### config.mk
export PLATFORM = sky130hd
export DESIGN_NAME = ac3_quant_drain
export DESIGN_NICKNAME = d
export VERILOG_FILES = /design/src/rtl/ac3_pkg.sv /design/src/rtl/ac3_sat.sv /design/src/rtl/ac3_quant_drain.sv
export SDC_FILE = /design/constraint.sdc
export NUM_CORES = 1
export LEC_CHECK = 0
export CAP_MARGIN = 20
export CORE_MARGIN = 5
export CORE_UTILIZATION = 40
export CTS_CLUSTER_SIZE = 20
export DETAILED_ROUTE_END_ITERATION = 8
export DONT_BUFFER_PORTS = 1
export GPL_TIMING_DRIVEN = 0
export PLACE_DENSITY = 0.61
export REMOVE_ABC_BUFFERS = 1
export SLEW_MARGIN = 15
export SYNTH_ARGS = -nofsm -noshare
export SYNTH_HDL_FRONTEND = slang
export SYNTH_HIERARCHICAL = 1
export SYNTH_SLANG_ARGS = --single-unit
### constraint.sdc
create_clock -name clk -period 5.4 [get_ports clk]
set_clock_uncertainty 0.15 [all_clocks]
set_input_delay 0.54 -clock clk [delete_from_list [all_inputs] [get_ports clk]]
set_output_delay 0.54 -clock clk [all_outputs]
set_load 0.01 [all_outputs]
### src/rtl/ac3_pkg.sv
// Shared AC3 definitions: accumulator width rule and the drain FSM states.
package ac3_pkg;

  // Accumulator width grows with the column count, operand widths and MAC depth.
  function automatic int acc_w(input int m, input int pa, input int pw, input int mno);
    return $clog2(m) + pa + pw + $clog2(mno);
  endfunction

  // Width for the default configuration (M=16, Pa=8, Pw=4, MNO=288).
  localparam int ACC_W = acc_w(16, 8, 4, 288);

  typedef enum logic [1:0] {
    IDLE  = 2'd0,
    SHIFT = 2'd1,
    DRAIN = 2'd2
  } state_t;

endpackage

### src/rtl/ac3_sat.sv
// Signed saturation of a wide accumulator value to the activation width,
// with optional clamping of negatives to zero.
module ac3_sat #(
  parameter int IN_W  = 25,
  parameter int OUT_W = 8
) (
  input  logic signed [IN_W-1:0]  i_val,
  input  logic                    i_relu,
  output logic signed [OUT_W-1:0] o_val
);

  localparam logic signed [IN_W-1:0] MAX_V = IN_W'((1 << (OUT_W - 1)) - 1);
  localparam logic signed [IN_W-1:0] MIN_V = ~MAX_V;

  // Clamp to [MIN_V, MAX_V]; ReLU takes precedence for negative inputs.
  always_comb begin
    // NOTE: output gets a default before the if-chain so no path leaves it unassigned (no latch).
    o_val = i_val[OUT_W-1:0];
    if (i_relu && i_val[IN_W-1]) begin
      o_val = '0;
    end else if (i_val > MAX_V) begin
      o_val = MAX_V[OUT_W-1:0];
    end else if (i_val < MIN_V) begin
      o_val = MIN_V[OUT_W-1:0];
    end
  end

endmodule

### src/rtl/ac3_quant_drain.sv
// AC3 output-register drain engine: captures NREG accumulators, shifts them
// right one bit per cycle for the programmed amount, then streams saturated
// results one per valid/ready handshake and pulses done after the last beat.
module ac3_quant_drain
  import ac3_pkg::*;
#(
  parameter  int M     = 16,
  parameter  int Pa    = 8,
  parameter  int Pw    = 4,
  parameter  int MNO   = 288,
  parameter  int NREG  = 4,
  localparam int ACC_W = acc_w(M, Pa, Pw, MNO),
  localparam int SW    = $clog2(ACC_W),
  localparam int IW    = (NREG > 1) ? $clog2(NREG) : 1
) (
  input  logic                   clk,
  input  logic                   rst_n,
  input  logic                   start,
  input  logic [SW-1:0]          shamt,
  input  logic                   relu_en,
  input  logic [NREG*ACC_W-1:0]  acc_in,
  output logic                   busy,
  output logic                   out_valid,
  input  logic                   out_ready,
  output logic signed [Pa-1:0]   out_data,
  output logic [IW-1:0]          out_idx,
  output logic                   done
);

  state_t                    r_state;
  logic signed [ACC_W-1:0]   r_acc [NREG];
  logic [SW-1:0]             r_cnt;
  logic                      r_relu;
  logic [IW-1:0]             r_idx;
  logic                      r_valid;
  logic                      r_busy;
  logic                      r_done;
  logic signed [ACC_W-1:0]   w_sel;

  // Job control: capture on start, shift while counting down, drain on handshakes.
  always_ff @(posedge clk or negedge rst_n) begin
    if (!rst_n) begin
      r_state <= IDLE;
      // NOTE: the accumulator array is reset too, so out_data reads 0 straight out of reset.
      for (int k = 0; k < NREG; k++) r_acc[k] <= '0;
      r_cnt   <= '0;
      r_relu  <= 1'b0;
      r_idx   <= '0;
      r_valid <= 1'b0;
      r_busy  <= 1'b0;
      r_done  <= 1'b0;
    end else begin
      // NOTE: non-blocking assignments throughout, so every register sees pre-edge values.
      r_done <= 1'b0;
      case (r_state)
        IDLE: begin
          if (start) begin
            for (int k = 0; k < NREG; k++) r_acc[k] <= acc_in[k*ACC_W +: ACC_W];
            r_cnt  <= shamt;
            r_relu <= relu_en;
            r_idx  <= '0;
            r_busy <= 1'b1;
            if (shamt != '0) begin
              r_state <= SHIFT;
            end else begin
              r_state <= DRAIN;
              r_valid <= 1'b1;
            end
          end
        end
        SHIFT: begin
          // Arithmetic shift replicates the sign bit: floor division by two.
          for (int k = 0; k < NREG; k++) r_acc[k] <= r_acc[k] >>> 1;
          r_cnt <= r_cnt - SW'(1);
          if (r_cnt == SW'(1)) begin
            r_state <= DRAIN;
            r_valid <= 1'b1;
          end
        end
        DRAIN: begin
          if (out_ready) begin
            if (r_idx == IW'(NREG - 1)) begin
              r_state <= IDLE;
              r_valid <= 1'b0;
              r_busy  <= 1'b0;
              r_done  <= 1'b1;
              r_idx   <= '0;
            end else begin
              r_idx <= r_idx + IW'(1);
            end
          end
        end
        default: r_state <= IDLE;
      endcase
    end
  end

  // Single saturator after the register-select mux.
  assign w_sel = r_acc[r_idx];

  ac3_sat #(
    .IN_W  (ACC_W),
    .OUT_W (Pa)
  ) u_sat (
    .i_val  (w_sel),
    .i_relu (r_relu),
    .o_val  (out_data)
  );

  assign busy      = r_busy;
  assign out_valid = r_valid;
  assign out_idx   = r_idx;
  assign done      = r_done;

endmodule

==> impl_metrics.ini <==
[place]
dpl.hpwl_mm = 10.33
place.gp.congestion = 0.7602
dpl.cell_count = 795
placed_area_um2 = 6075
port_buffers = 0

[clocking]
cts_inserted_buffers = 17
insertion_delay_ps = 410
cts_max_path_buffers = 2
post-cts-setup-buffer-count = 0
clk_pin_slew_ps = 50
cts_max_level = 4
root_buffer = clkbuf_16
cts_sinks = 113
cts_tree = done
ctsResizeCount = 0

[critical_path]
worstRegToRegCells = 4
crit_path_end_kind = primary output
worstPathArrival_ps = 3190
crit_type = reg2out
start_kind = register
cp_max_fo = 19
r2r_setup_slack_ps = 3180
rr_endpoint = r_acc[55]
r2r-start = r_state[0]
cp-endpoint = out_data[2]
crit_start = out_idx[0]
required_ps = 4710

[yosys]
synth_area_leaders = dfrtp_1, nand2_1, a31oi_1, mux4_2, nor2_1
synth_top_area_cell = dfrtp_1
synth_top_area_share_pct = 47.41
synth-seq-cells = 113
postSynth.asyncResetShare_pct = 100.0
syn_avg_cell_area_um2 = 9.092
synth_cell_types = 41
ys_seq_area_share_pct = 47.41
yosysWarnings = 6
synth-main-ff-cell = dfrtp_1
synthCells = 656
synth_edf_count = 0
synth_area_um2 = 5964

[die]
die_x_um = 132.1
num_io_pins = 123
core_um2 = 14590
dieHeight_um = 132.1
rows = 44
die-area_um2 = 17450
start_util_pct = 40.88

[final_layout]
drive_above_1_share_pct = 11.82
area_growth_pct = 12.48
final-seq-area_um2 = 2830
final_area_um2 = 6709
fillers = 1413
nNetsFinal = 745
final_cells = 827
multi_input_area_um2 = 2840
diodes = 0

[grt]
met2_usage_pct = 27.32
antenna_found_initial = 0
grt_max_degree = 114
met3_usage_pct = 7.557
grt_pass1_wl_mm = 25.41
grtUsageTotal_pct = 17.84
grtUsageMet1_pct = 23.48
grt_pass1_vias = 4945
grt-busiest-layer = met2
grt_remaining_overflow = 0

[timing]
hold_viol = 0
setup-violations-final = 0
tns_ps = 0
timing.fmax_mhz = 257.7
period_needed_ps = 3880
period_share_pct = 71.85
slew_headroom_pct = 39.59
slew_viol_final = 0
tightest_slew_ps = 902.0
rsz0062_at_grt = no
holdWs_ps = 123.4

[route]
drc_errors = 0
viasPerCell = 5.709
ant_nets = 0
via_count = 4721
totalWireLength_mm = 15.08
wl_per_cell_um = 18.24
drtIter0Drc = 302
drt_pass1_iterations = 6

[outcome]
status = complete, no violations

[power_and_ir_drop]
peakVddDrop_mv = 0.3367
power_density_nw_per_um2 = 680.2
p_leak_nw = 2.855

[min_path]
min_path_cells = 2
hp-class = in2reg

[flow_run]
drv_cap = 0
## kinds of logic after synthesis
group | Yosys count | synth area share, %
XOR/XNOR | 1 | 0.1469
adder cells (fa/ha/maj) | 3 | 0.6294
buffers and inverters | 57 | 5.328
AND/OR/NAND/NOR | 323 | 21.86
multiplexers | 31 | 10.55
AO/OA/AOI/OAI | 128 | 14.08
flip-flops | 113 | 47.41
## repair_timing
item                                    CTS  global route
endpoints found under the setup margin    0             0
endpoints found under the hold margin   113             0
hold buffers                              2             0
## worst max-delay path, stage by stage, from the launching register on
cell and delay, ps:
dfrtp_2 790, buf_16 250, mux4_2 530, nor3_1 320, and3_1 220, a31oi_1 310
o21a_1 340
## final cells by class
| cell class | count | area share [%] |
|---|---|---|
| Multi-Input combinational cell | 486 | 42.33 |
| Sequential cell | 113 | 42.19 |
| Clock buffer | 24 | 7.329 |
| Tap cell | 184 | 3.432 |
| Timing Repair Buffer | 9 | 2.872 |
| Clock inverter | 6 | 1.567 |
| Inverter | 5 | 0.2797 |
## layout by cell type (no fill, tap or decap), types with 4 or more instances in the layout
cell	count
dfrtp_1	111
clkbuf_16	17
nor4_1	4
o21a_1	7
inv_1	5
mux2_2	5
nand2_1	198
nor2_1	101
clkbuf_8	4
mux4_2	25
buf_12	5
a31oi_1	99
o21ai_0	5
## power breakdown
part           leakage, nW  switching [mW]  internal [mW]
Combinational         1.23           0.927          0.804
Sequential            1.33           0.394           1.30
Clock                0.296           0.373          0.766
Total                 2.85            1.69           2.87
## worst min-delay path by stage
stage / from / end / slack, ps
after floorplan: rst_n / busy / 90
after global placement: rst_n / r_acc[82] / 100
after detailed placement: rst_n / r_acc[82] / 100
after CTS: shamt[2] / r_cnt[2] / 100
after global routing: acc_in[49] / r_acc[74] / 100
final: acc_in[75] / r_acc[0] / 120
## synth_stat cells (all sizes together) (2+ instances only)
| cell | instances |
|---|---|
| a21oi | 3 |
| a22oi | 2 |
| a31oi | 99 |
| buf | 52 |
| dfrtp | 113 |
| ha | 3 |
| inv | 5 |
| mux2 | 5 |
| mux4 | 25 |
| nand2 | 198 |
| nand2b | 2 |
| nand4 | 3 |
| nor2 | 101 |
| nor2b | 3 |
| nor3 | 2 |
| nor3b | 4 |
| nor4 | 4 |
| o21a | 7 |
| o21ai | 6 |
| o21bai | 3 |
## registers in the layout (all words and copies together) (netlist names)
register / flops
out_valid: 1
out_idx: 2
busy: 1
done: 1
r_state: 2
r_relu: 1
r_acc: 100
r_cnt: 5
## stage by stage
stage               setup slack [ps]  utilization, %  total power, mW
finish                          1520           45.99            4.563
global route                    1290           45.99            4.932
CTS                             1420           45.99            4.624
detailed placement              1884           41.64            3.440
global placement               -1307           40.41            3.417
floorplan                      594.7               -            2.981
## routing by layer
metal | up-vias | share of wire, % | wire, um
met5 | - | 0 | 0
met4 | 0 | 0.84 | 127
met3 | 14 | 8.4 | 1270
met2 | 135 | 47 | 7067
met1 | 2334 | 44 | 6616
li1 | 2238 | - | -
Note: power is estimated with default switching activity, not from simulation.
